--- src/rtl/mem_arbiter.sv ---
// Arbiter sharing one single-port synchronous RAM between instruction fetch and
// the data stage: fixed data priority, bounded fetch starvation, branch squash.
module mem_arbiter #(
    parameter int ADDR_W       = 11,
    parameter int DATA_W       = 32,
    parameter int MEM_LATENCY  = 1,
    parameter int STARVE_LIMIT = 2
) (
    input  logic              clk,
    input  logic              rst_n,
    input  logic              if_req,
    input  logic [ADDR_W-1:0] if_addr,
    input  logic              if_flush,
    output logic [DATA_W-1:0] if_rdata,
    output logic              if_valid,
    input  logic              d_req,
    input  logic              d_wen,
    input  logic [ADDR_W-1:0] d_addr,
    input  logic [DATA_W-1:0] d_wdata,
    output logic [DATA_W-1:0] d_rdata,
    output logic              d_valid,
    output logic [ADDR_W-1:0] mem_addr,
    output logic [DATA_W-1:0] mem_wdata,
    output logic              mem_wren,
    input  logic [DATA_W-1:0] mem_q,
    output logic [1:0]        arb_state
);

    typedef enum logic [1:0] {
        IDLE   = 2'd0,
        ACCESS = 2'd1,
        WAIT   = 2'd2,
        RESP   = 2'd3
    } state_e;

    typedef enum logic [1:0] {
        OWN_NONE  = 2'd0,
        OWN_FETCH = 2'd1,
        OWN_DATA  = 2'd2
    } owner_e;

    localparam int SW = (STARVE_LIMIT < 1) ? 1 : $clog2(STARVE_LIMIT + 1);
    localparam logic [SW-1:0] STREAK_MAX = SW'(STARVE_LIMIT);
    localparam logic [1:0]    LAT_LOAD   = 2'(MEM_LATENCY - 1);

    state_e              state_q;
    owner_e              owner_q;
    logic [SW-1:0]       streak_q;
    logic [1:0]          lat_q;
    logic                wen_q;
    logic                squash_q;
    logic                if_valid_q;
    logic                d_valid_q;
    logic                mem_wren_q;
    logic [ADDR_W-1:0]   mem_addr_q;
    logic [DATA_W-1:0]   mem_wdata_q;
    logic [DATA_W-1:0]   if_rdata_q;
    logic [DATA_W-1:0]   d_rdata_q;

    logic starved;
    logic grantData;
    logic grantFetch;
    logic fetchFlush;

    // Data wins unless fetch has already lost STARVE_LIMIT grants in a row.
    assign starved    = if_req && (streak_q == STREAK_MAX);
    assign grantData  = d_req && !starved;
    assign grantFetch = if_req && !grantData;
    assign fetchFlush = if_flush && (owner_q == OWN_FETCH);

    always_ff @(posedge clk or negedge rst_n) begin
        if (!rst_n) begin
            state_q     <= IDLE;
            owner_q     <= OWN_NONE;
            streak_q    <= '0;
            lat_q       <= '0;
            wen_q       <= 1'b0;
            squash_q    <= 1'b0;
            if_valid_q  <= 1'b0;
            d_valid_q   <= 1'b0;
            mem_wren_q  <= 1'b0;
            mem_addr_q  <= '0;
            mem_wdata_q <= '0;
            if_rdata_q  <= '0;
            d_rdata_q   <= '0;
        end else begin
            if_valid_q <= 1'b0;
            d_valid_q  <= 1'b0;
            mem_wren_q <= 1'b0;
            case (state_q)
                IDLE: begin
                    squash_q <= 1'b0;
                    owner_q  <= OWN_NONE;
                    if (!if_req) begin
                        streak_q <= '0;
                    end else if (grantData) begin
                        if (streak_q != STREAK_MAX) streak_q <= streak_q + 1'b1;
                    end else if (grantFetch) begin
                        streak_q <= '0;
                    end
                    if (grantData) begin
                        owner_q     <= OWN_DATA;
                        mem_addr_q  <= d_addr;
                        mem_wdata_q <= d_wdata;
                        mem_wren_q  <= d_wen;
                        wen_q       <= d_wen;
                        state_q     <= ACCESS;
                    end else if (grantFetch) begin
                        owner_q    <= OWN_FETCH;
                        mem_addr_q <= if_addr;
                        wen_q      <= 1'b0;
                        state_q    <= ACCESS;
                    end
                end
                ACCESS: begin
                    if (fetchFlush) squash_q <= 1'b1;
                    lat_q   <= LAT_LOAD;
                    state_q <= WAIT;
                end
                WAIT: begin
                    if (fetchFlush) squash_q <= 1'b1;
                    if (lat_q == 2'd0) begin
                        state_q <= RESP;
                        if (owner_q == OWN_DATA) begin
                            if (!wen_q) d_rdata_q <= mem_q;
                            d_valid_q <= 1'b1;
                        end else if (!(squash_q || fetchFlush)) begin
                            if_rdata_q <= mem_q;
                            if_valid_q <= 1'b1;
                        end
                    end else begin
                        lat_q <= lat_q - 1'b1;
                    end
                end
                RESP: begin
                    if (fetchFlush) squash_q <= 1'b1;
                    owner_q <= OWN_NONE;
                    state_q <= IDLE;
                end
                default: state_q <= IDLE;
            endcase
        end
    end

    // A branch taken during the response cycle still kills the fetch pulse.
    assign if_valid  = if_valid_q && !(if_flush && state_q == RESP);
    assign if_rdata  = if_rdata_q;
    assign d_valid   = d_valid_q;
    assign d_rdata   = d_rdata_q;
    assign mem_addr  = mem_addr_q;
    assign mem_wdata = mem_wdata_q;
    assign mem_wren  = mem_wren_q;
    assign arb_state = state_q;

endmodule

--- config.mk ---
export PLATFORM = sky130hd
export DESIGN_NAME = mem_arbiter
export DESIGN_NICKNAME = d
export VERILOG_FILES = /design/src/rtl/mem_arbiter.sv
export SDC_FILE = /design/constraint.sdc
export NUM_CORES = 1
export LEC_CHECK = 0
export ABC_AREA = 1
export CORE_ASPECT_RATIO = 1.4
export CORE_MARGIN = 3
export CORE_UTILIZATION = 40
export CTS_CLUSTER_DIAMETER = 200
export DETAILED_ROUTE_END_ITERATION = 6
export GPL_TIMING_DRIVEN = 0
export PLACE_DENSITY = 0.82
export SETUP_SLACK_MARGIN = 0.15
export SLEW_MARGIN = 20
export SYNTH_ARGS = -nofsm -noshare
export SYNTH_HDL_FRONTEND = slang
export SYNTH_SLANG_ARGS = --single-unit
--- constraint.sdc ---
create_clock -name clk -period 1.3 [get_ports clk]
set_input_delay 0.13 -clock clk [delete_from_list [all_inputs] [get_ports clk]]
set_output_delay 0.13 -clock clk [all_outputs]
set_load 0.01 [all_outputs]
==> metrics.txt <==
outcome=finished, violations left; post-route cell area=8660 sq um; initial antenna violation count=1; GPL Wtd Cong=0.784; CP startpoint=arb_state[0]; post-route ant nets=0; Critical Path Max Stage Delay=410 ps; Die ar.=14400 sq um; setup violators final=116; CP required=1640 ps; share of total power in sequential cells=0.302; share of layout cells above drive strength 1=0.386; final wirelength=16.3 mm; IO Pins=204; Multi-input gate area=2250 sq um; RSZ-0062 raised after global routing=yes; Worst path slowest cell=dfrtp_1; die span in y=141 um; Final HPWL DP=10.3 mm; CP Capture Type=flop; Core Util, Final=0.693; Slew headroom=0.630; PD cells=2500 nW/um^2; Synth area leaders=dfrtp_1, nand2_1, o21bai_1; highest clock rate=683 MHz; failing checks=negative setup slack; TritonCTS clock tree=yes; total gr overflow=0; Leak Pwr=4.53 nW; post-synth top area cell=dfrtp_1; Hold Fails Final Rpt=0; maximum vdd drop=1.29 mV; Worst R2R Path Depth=8; Yosys top cell area share=0.579; drt via density=4.85; Tot GR Track Use=0.216; Worst-path clk slew=60 ps; ys flop type=dfrtp_1; critical path type=flop to flop; DRC Markers=0; Int Power=0.0135 W; post-synthesis sequential area ratio=0.579; mean post-synth cell area=8.67 sq um; WL per Instance=15.8 um; H-tree depth=4; Crit path depth=8; CTS buffer count=17; Cell variety after synth=25; worst hold path class=primary input to async pin; Cell Rows=48; Area after DPL=7580 sq um; Ant. Diodes=0; post-route setup slack=-164 ps; Sw Share=0.377; vias in the first global route=5090; RR Endpoint=d_rdata[22]; Finished Layout Cells=1028; clock buffer depth=2; placed cell count=952; Die Wd=102 um; fin nets=963; Initial Util=0.415; clk root buf=clkbuf_16; crit path time final=1460 ps; Crit Reg-Reg Startpoint=arb_state[0]; Area Growth Syn to Fin=66.9%; number of DRC markers in iteration 0=163; list of most frequent post-synthesis cells=nand2_1, dfrtp_1, inv_1; Synth Register Bits=120; worst skew pair latency=410 ps; Pins Over Slew Limit=0; EDFF count, synth=0; async set-reset flop share out of synthesis=1.00; delay-heaviest family, CP=flip-flops; Sink Count=120; Buf+Inv Stages, Crit Path=3; Critical Path Sink=d_rdata[22]; Comb power frac=0.468; CORE AREA=12500 sq um; Worst EP arrival=1800 ps; Pwr Total=0.0216 W; period utilization=1.13; Max FO, Critical Path=8; first-pass GRT wire length=24.7 mm; max-cap violations=0; worst-margin pin slew=556 ps; Syn Nets=696; Post-Synthesis Cells=598; Pre-Repair DR Iteration Count=4; mapped cell area=5190 sq um; Port Buffers=203; total negative setup slack=-14270 ps; largest net degree at the start of global routing=81; FF+latch area=3000 sq um; type of origin of the critical path=flop; Psw=0.00815 W; Yosys warnings=0; R2R Setup Slk=-160 ps; DR vias=4985; most frequent cell after synthesis=nand2_1; Clk pwr share=0.229; crit-path cells=inv_2 -> ha_4 -> nand2_4 -> nor2_4 -> buf_12 -> buf_8 -> nand3_1 -> nand2_1; Fill cells=991; Worst Skew=7.22 ps
layout make-up:
class	count	area share
Multi-Input combinational cell	387	0.260
Timing Repair Buffer	248	0.235
Tap cell	150	0.0217
Clock buffer	20	0.0516
Clock inverter	12	0.0202
Sequential cell	120	0.347
Buffer	29	0.0348
Inverter	62	0.0295
state kept, by name (all words and copies together) (netlist names), 2 cells and up:
register   count
arb_state      2
streak_q       2
mem_addr      11
d_rdata       32
lat_q          2
mem_wdata     32
owner_q        2
if_rdata      32
cell usage in the layout, fill, tap and decap left out, types with 5 or more instances in the layout:
| cell type | n |
|---|---|
| buf_2 | 109 |
| buf_4 | 23 |
| buf_6 | 25 |
| buf_8 | 8 |
| clkbuf_1 | 6 |
| clkbuf_16 | 23 |
| clkbuf_2 | 6 |
| clkdlybuf4s50_1 | 90 |
| dfrtp_1 | 119 |
| inv_1 | 51 |
| inv_2 | 5 |
| nand2_1 | 176 |
| nand2_2 | 79 |
| nand2_4 | 15 |
| nand3_1 | 42 |
| nand3_2 | 5 |
| nand3b_1 | 11 |
| o21bai_1 | 29 |
cell families (layout without fill, tap and decap cells):
| logic type | Yosys count | after routing | share of synthesized area |
|---|---|---|---|
| simple gates | 338 | 338 | 0.273 |
| buf+inv | 91 | 371 | 0.0748 |
| flops | 120 | 120 | 0.579 |
| compound gates | 43 | 43 | 0.0589 |
| fa+ha+maj | 6 | 6 | 0.0145 |
routing by layer:
layer | global-route usage | vias to the layer above | wire length (um)
li1 | - | 2379 | -
met1 | 0.252 | 2400 | 6260
met2 | 0.379 | 180 | 8770
met3 | 0.0535 | 24 | 890
met4 | 0.0815 | 2 | 323
met5 | 0 | - | 8
power by group through the flow:
stage | Combinational, W | Clock, W | Sequential [W]
2_1_floorplan | 0.00380 | 0 | 0.00725
3_3_place_gp | 0.00923 | 0 | 0.00647
3_5_place_dp | 0.00942 | 0 | 0.00651
4_1_cts | 0.00906 | 0.00501 | 0.00645
5_1_grt | 0.0111 | 0.00518 | 0.00674
6_report | 0.0101 | 0.00496 | 0.00654
worst min-delay path by stage:
| stage | endpoint | cells past startpoint |
|---|---|---|
| after floorplan | arb_state[0] | 0 |
| after global placement | d_rdata[31] | 2 |
| after detailed placement | d_rdata[8] | 1 |
| after CTS | d_rdata[10] | 2 |
| after global routing | if_rdata[9] | 2 |
| final | if_rdata[8] | 2 |
stage by stage:
stage / hold slack [ps] / setup slack (ps)
after floorplan: -166 / -45.2
after global placement: 453 / -5120
after detailed placement: 71.7 / -363
after CTS: 216 / -156
after global routing: 233 / -246
final: 210 / -164
timing repair:
item / in CTS / in global routing
endpoints found under the hold margin: 40 / 0
cloned: 5 / 7
pin swaps: 11 / 22
hold buffers: 1 / 0
resized for setup: 471 / 140
endpoints found under the setup margin: 229 / 145
buffers inserted: 21 / 10
Power figures use the tool's default switching activity.
